$ cat config.mk
export PLATFORM = sky130hd
export DESIGN_NAME = cp0_commit_ctrl
export DESIGN_NICKNAME = d
export VERILOG_FILES = /design/src/rtl/cp0_commit_ctrl_pkg.sv /design/src/rtl/cp0_commit_ctrl.sv
export SDC_FILE = /design/constraint.sdc
export NUM_CORES = 1
export LEC_CHECK = 0
export CAP_MARGIN = 10
export CORE_AREA = 2 2 115 117
export DETAILED_ROUTE_END_ITERATION = 12
export DIE_AREA = 0 0 117 119
export PLACE_DENSITY = 0.85
export SETUP_SLACK_MARGIN = 0.05
export SLEW_MARGIN = 15
export SYNTH_ARGS = -nofsm -noshare
export SYNTH_HDL_FRONTEND = slang
export SYNTH_SLANG_ARGS = --single-unit
$ cat constraint.sdc
create_clock -name clk -period 4.7 [get_ports clk]
set_input_delay 0.94 -clock clk [delete_from_list [all_inputs] [get_ports clk]]
set_output_delay 0.94 -clock clk [all_outputs]
set_load 0.02 [all_outputs]
$ cat src/rtl/cp0_commit_ctrl_pkg.sv
// Shared CP0 commit definitions: register numbers, ExcCodes, FSM states.
// Used by cp0_commit_ctrl (optional feature macro: CP0_COMMIT_INT_EN).
package cp0_commit_ctrl_pkg;

  localparam logic [4:0] CP0_BADVADDR = 5'd8;
  localparam logic [4:0] CP0_STATUS   = 5'd12;
  localparam logic [4:0] CP0_CAUSE    = 5'd13;
  localparam logic [4:0] CP0_EPC      = 5'd14;

  localparam logic [4:0] EXC_INT  = 5'd0;
  localparam logic [4:0] EXC_ADEL = 5'd4;
  localparam logic [4:0] EXC_ADES = 5'd5;

  localparam logic [31:0] STATUS_EXL = 32'h2;

  typedef enum logic [2:0] {
    S_IDLE,
    S_X_EPC,
    S_X_CAUSE,
    S_X_STATUS,
    S_X_BADV,
    S_E_STATUS,
    S_REDIR
  } state_t;

endpackage

$ cat src/rtl/cp0_commit_ctrl.sv
// CP0 write-port sequencer and exception/ERET commit FSM.
// Define CP0_COMMIT_INT_EN to let this block take interrupts.
module cp0_commit_ctrl
  import cp0_commit_ctrl_pkg::*;
#(
  parameter logic [31:0] EX_ENTRY = 32'hbfc00380
) (
  input  logic        clk,
  input  logic        resetn,
  input  logic        ex_req,
  input  logic [4:0]  ex_code,
  input  logic        ex_slot,
  input  logic [31:0] ex_pc,
  input  logic [31:0] ex_badvaddr,
  input  logic        eret_req,
`ifdef CP0_COMMIT_INT_EN
  input  logic        int_req,
  input  logic [31:0] int_pc,
  input  logic        int_slot,
`endif
  input  logic        mtc0_req,
  input  logic [4:0]  mtc0_addr,
  input  logic [31:0] mtc0_data,
  output logic        mtc0_ready,
  input  logic [31:0] cp0_status,
  input  logic [31:0] cp0_epc,
  output logic        cp0_we,
  output logic [4:0]  cp0_waddr,
  output logic [31:0] cp0_wdata,
  output logic        flush,
  output logic        redirect_valid,
  output logic [31:0] redirect_pc,
  output logic        busy
);

  state_t      state, state_n;
  logic [4:0]  lat_code;
  logic        lat_slot;
  logic [31:0] lat_pc;
  logic [31:0] lat_badv;
  logic [31:0] lat_target;
  logic        lat_eret;

  logic        idle;
  logic        take_int;
  logic        take_exc;
  logic [4:0]  new_code;
  logic        new_slot;
  logic [31:0] new_pc;
  logic [31:0] new_badv;

  assign idle = (state == S_IDLE);

`ifdef CP0_COMMIT_INT_EN
  assign take_int = int_req & cp0_status[0] & ~cp0_status[1];
`else
  assign take_int = 1'b0;
`endif

  assign take_exc = ex_req | take_int;

  always_comb begin
    new_code = ex_code;
    new_slot = ex_slot;
    new_pc   = ex_pc;
    new_badv = ex_badvaddr;
`ifdef CP0_COMMIT_INT_EN
    if (!ex_req) begin
      new_code = EXC_INT;
      new_slot = int_slot;
      new_pc   = int_pc;
      new_badv = 32'h0;
    end
`endif
  end

  assign mtc0_ready = idle & ~take_exc & ~eret_req;
  assign busy       = ~idle;
  assign flush      = ~idle;

  always_ff @(posedge clk) begin
    if (!resetn) begin
      state      <= S_IDLE;
      lat_code   <= '0;
      lat_slot   <= 1'b0;
      lat_pc     <= '0;
      lat_badv   <= '0;
      lat_target <= '0;
      lat_eret   <= 1'b0;
    end else begin
      state <= state_n;
      if (idle && take_exc) begin
        lat_code <= new_code;
        lat_slot <= new_slot;
        lat_pc   <= new_pc;
        lat_badv <= new_badv;
        lat_eret <= 1'b0;
      end else if (idle && eret_req) begin
        lat_eret <= 1'b1;
      end
      if (state == S_E_STATUS) lat_target <= cp0_epc;
    end
  end

  always_comb begin
    state_n        = state;
    cp0_we         = 1'b0;
    cp0_waddr      = '0;
    cp0_wdata      = '0;
    redirect_valid = 1'b0;
    redirect_pc    = '0;
    unique case (state)
      S_IDLE: begin
        if (take_exc) begin
          state_n = S_X_EPC;
        end else if (eret_req) begin
          state_n = S_E_STATUS;
        end else if (mtc0_req) begin
          cp0_we    = 1'b1;
          cp0_waddr = mtc0_addr;
          cp0_wdata = mtc0_data;
        end
      end
      S_X_EPC: begin
        cp0_we    = 1'b1;
        cp0_waddr = CP0_EPC;
        cp0_wdata = lat_slot ? lat_pc - 32'd4 : lat_pc;
        state_n   = S_X_CAUSE;
      end
      S_X_CAUSE: begin
        cp0_we    = 1'b1;
        cp0_waddr = CP0_CAUSE;
        cp0_wdata = {lat_slot, 24'b0, lat_code, 2'b0};
        state_n   = S_X_STATUS;
      end
      S_X_STATUS: begin
        cp0_we    = 1'b1;
        cp0_waddr = CP0_STATUS;
        cp0_wdata = cp0_status | STATUS_EXL;
        // only address errors carry a faulting address
        if (lat_code == EXC_ADEL || lat_code == EXC_ADES)
          state_n = S_X_BADV;
        else
          state_n = S_REDIR;
      end
      S_X_BADV: begin
        cp0_we    = 1'b1;
        cp0_waddr = CP0_BADVADDR;
        cp0_wdata = lat_badv;
        state_n   = S_REDIR;
      end
      S_E_STATUS: begin
        cp0_we    = 1'b1;
        cp0_waddr = CP0_STATUS;
        cp0_wdata = cp0_status & ~STATUS_EXL;
        state_n   = S_REDIR;
      end
      S_REDIR: begin
        redirect_valid = 1'b1;
        redirect_pc    = lat_eret ? lat_target : EX_ENTRY;
        state_n        = S_IDLE;
      end
      default: state_n = S_IDLE;
    endcase
  end

endmodule

==> flow_summary.json <==
{
  "syn_to_final_growth_pct": 50.14,
  "rows": 42,
  "cp.required_ns": 3.76,
  "initial_core_util_pct": 44.64,
  "io_buffers": 248,
  "synth_area_um2": 5747,
  "core_area_um2": 12870,
  "grt_pass1_vias": 5576,
  "totalPowerFinal_w": 0.002679,
  "syn_inst": 752,
  "setup_tns_ns": 0,
  "worst_path_most_repeated_cell": "buf_4",
  "worstHoldStart": "lat_target[15]",
  "path_class": "reg -> out",
  "rrSetupSlack_ns": 2.16,
  "endpoint_kind": "output port",
  "grt_pass1_wl_um": 29780,
  "startpoint": "state[1]",
  "grt_use_total_pct": 27.76,
  "status": "complete, no violations",
  "ys_async_sr_fraction_pct": 0,
  "critical_path_buf_inv_count": 4,
  "setup_violations": 0,
  "power_switching_w": 0.0008807,
  "synth_top_cell_area_share_pct": 36.93,
  "clock_skew_ns": 0.008306,
  "p_leak_nw": 2.989,
  "cts_resized": 0,
  "die_area_um2": 13920,
  "htree_levels": 3,
  "place.gp.congestion": 0.9195,
  "reg2reg_depth": 5,
  "cp-start-kind": "register",
  "crit_family": "buffers and inverters",
  "tightest_slew_ns": 0.9509,
  "grt_max_degree": 63,
  "critical-path-max-stage-delay_ns": 0.67,
  "worstHoldPathCells": 2,
  "pwr-share-clk_pct": 27.6,
  "viasPerCell": 5.348,
  "dr.pass1.iters": 8,
  "ys_top_cells_by_area": "dfxtp_1, nand2_1, a21boi_0",
  "nets": 1146,
  "synth_ff_type": "dfxtp_1",
  "crit_path_max_fanout": 18,
  "cts-root-buf": "clkbuf_16",
  "slowest_stage": "clkdlybuf4s50_1",
  "drive_above_1_share_pct": 5.236,
  "cts-buffers-inserted": 9,
  "cts_buffer_depth": 2,
  "min_to": "lat_target[15]",
  "die_y_um": 119,
  "p_int_w": 0.001798,
  "drc": 0,
  "drtIter0Drc": 513,
  "ios": 250,
  "hold_viol": 0,
  "post_cts_buffers": 0,
  "synth-edff-count": 0,
  "postRouteAntennaNets": 0,
  "grt_overflow_total": 0,
  "r2r-start": "state[1]",
  "maxCapViolCount": 0,
  "ys_types": 54,
  "synth_area_leader_cell": "dfxtp_1",
  "post-dp-hpwl_um": 14710,
  "die_w_um": 117,
  "fin_crit_ns": 4.262,
  "p_sw_share_pct": 32.87,
  "worstPathCellList": "nor3_1, inv_1, nor4b_2, buf_4, buf_4, a222oi_1, o21ai_1, clkdlybuf4s50_1",
  "path_clk_slew_ns": 0.07,
  "slew_headroom_pct": 36.38,
  "syn-num-nets": 929,
  "comb_power_share_pct": 33.6,
  "hold_path_class": "reg -> reg",
  "fmax_ghz": 0.2346,
  "synth_warnings": 0,
  "power_density_nw_per_um2": 310.5,
  "finalCritPeriodShare_pct": 90.69,
  "ctsHoldBuffers": 0,
  "syn_avg_cell_area_um2": 7.642,
  "vdd_drop_max_uv": 209.7,
  "wl_per_cell_um": 17.18,
  "clock_sinks": 106,
  "clock_latency_ns": 0.35,
  "arrival_ns": 3.32,
  "cts_tree": "yes",
  "rsz0062_at_grt": "no",
  "antenna_found_initial": 1,
  "ys_ff_latch": 106,
  "seq_power_share_pct": 38.8,
  "slew_viol_final": 0,
  "seq_area_frac_synth_pct": 36.93,
  "num_vias": 6156,
  "reg2reg_to": "lat_pc[22]",
  "finalWirelength_um": 19770
}
[registers in the layout, summed over array words and instances (netlist names)]
name and count:
lat_eret 1, lat_badv 32, lat_slot 1, lat_code 5, lat_target 32, lat_pc 32
state 3
[cell usage in the layout, fill, tap and decap left out, types with 3 or more instances in the layout]
master           netlist  layout
a22o_1                 3       3
xnor2_1                6       6
a222oi_1              17      17
nand3_1                8       8
xor2_1                13      13
nand2_1              228     227
nor2b_1                3       3
mux2_2                 3       3
nor4_4                 3       3
clkbuf_16              0       9
o21ai_1                6       6
o21ai_0               31      31
clkbuf_1              49       4
mux2i_1               14      14
or4_4                  3       3
a221oi_1               7       7
nor3_1                 6       6
a21oi_1               24      23
nor4_1                 5       5
clkdlybuf4s50_1        0     247
and2_1                22      21
nor2_1                22      21
a21boi_0             102     102
buf_4                  1      14
a22oi_1                4       4
inv_1                 17      17
nand2b_1               5       5
o211ai_1               3       3
dfxtp_1              106     106
and3_1                 3       3
[how the worst max path moves through the flow]
stage | endpoint | slack, ns | cells past startpoint
floorplan | cp0_wdata[29] | 1.63 | 5
global placement | cp0_wdata[22] | 0.65 | 7
detailed placement | cp0_wdata[22] | 0.61 | 7
CTS | cp0_wdata[22] | 0.45 | 8
global route | cp0_wdata[22] | 0.26 | 8
finish | cp0_wdata[22] | 0.44 | 8
[per-layer routing]
layer	part of all wire, %	vias up	track usage (%)	routed length, um
met1	44	2856	37.82	8669
met3	6.1	38	3.715	1200
met5	0	-	0	0
met4	2.8	0	10.37	546
li1	-	3026	-	-
met2	47	236	44.51	9356
[metrics by stage]
stage | hold WS (ns) | util, % | instance area [um2] | cells | setup WS (ns)
floorplan | 0.4388 | - | 5747 | 752 | 1.634
global placement | 0.4459 | 64.82 | 8346 | 1134 | 0.6493
detailed placement | 0.4521 | 64.82 | 8346 | 1134 | 0.6050
CTS | 0.4617 | 67.00 | 8626 | 1150 | 0.4512
global route | 0.4816 | 67.02 | 8628 | 1151 | 0.2641
finish | 0.4611 | 67.02 | 8628 | 1151 | 0.4377
[final cells by class]
type / instances / area (um2)
Fill cell: 1108 / 4247
Multi-Input combinational cell: 573 / 3357
Timing Repair Buffer: 262 / 2582
Sequential cell: 106 / 2122
Clock buffer: 13 / 240.2
Tap cell: 176 / 220.2
Inverter: 17 / 63.81
Clock inverter: 3 / 40.04
Antenna cell: 1 / 2.502
[power groups by stage]
stage               combinational [W]  sequential (W)  clock [W]
finish                       0.000899         0.00104   0.000740
global route                 0.000974         0.00105   0.000784
CTS                          0.000899         0.00104   0.000753
global placement             0.000884         0.00105          0
detailed placement           0.000895         0.00106          0
floorplan                    0.000497         0.00104          0
[cell families after synthesis]
kind of cell	count (synthesis)	synth area share, %
XOR/XNOR	19	2.896
buffers and inverters	73	5.029
AO/OA/AOI/OAI	207	25.41
flip-flops	106	36.93
adder cells (fa/ha/maj)	1	0.2177
AND/OR/NAND/NOR	329	26.50
multiplexers	17	3.026
[synthesized netlist by cell type (2+ instances only)]
| master | count |
|---|---|
| a221oi_1 | 7 |
| clkbuf_1 | 49 |
| nor4_4 | 3 |
| buf_2 | 3 |
| nand2b_1 | 5 |
| or2_2 | 2 |
| nor3_1 | 6 |
| nor2_1 | 22 |
| nor2b_1 | 3 |
| a32oi_1 | 2 |
| o21ai_1 | 6 |
| xor2_1 | 13 |
| o21ai_0 | 31 |
| o22ai_1 | 2 |
| inv_1 | 17 |
| and2_1 | 22 |
| nand4_2 | 2 |
| nand4_1 | 2 |
| nor4_1 | 5 |
| or4_4 | 3 |
| a222oi_1 | 17 |
| xnor2_1 | 6 |
| buf_1 | 2 |
| a22oi_1 | 4 |
| nor3b_1 | 2 |
| or3_1 | 2 |
| dfxtp_1 | 106 |
| a22o_1 | 3 |
| and3_1 | 3 |
| nand2_1 | 228 |
| mux2_2 | 3 |
| a21boi_0 | 102 |
| mux2i_1 | 14 |
| o211ai_1 | 3 |
| nand4b_1 | 2 |
| nand3b_1 | 2 |
| a21oi_1 | 24 |
| nand3_1 | 8 |
[worst min-delay path, delay by kind of cell, from the launching register on]
| family | cells | cell delay (ns) |
|---|---|---|
| flops | 1 | 0.31 |
| compound gates | 1 | 0.06 |
| simple gates | 1 | 0.05 |
(Power assumes the default switching activity.)
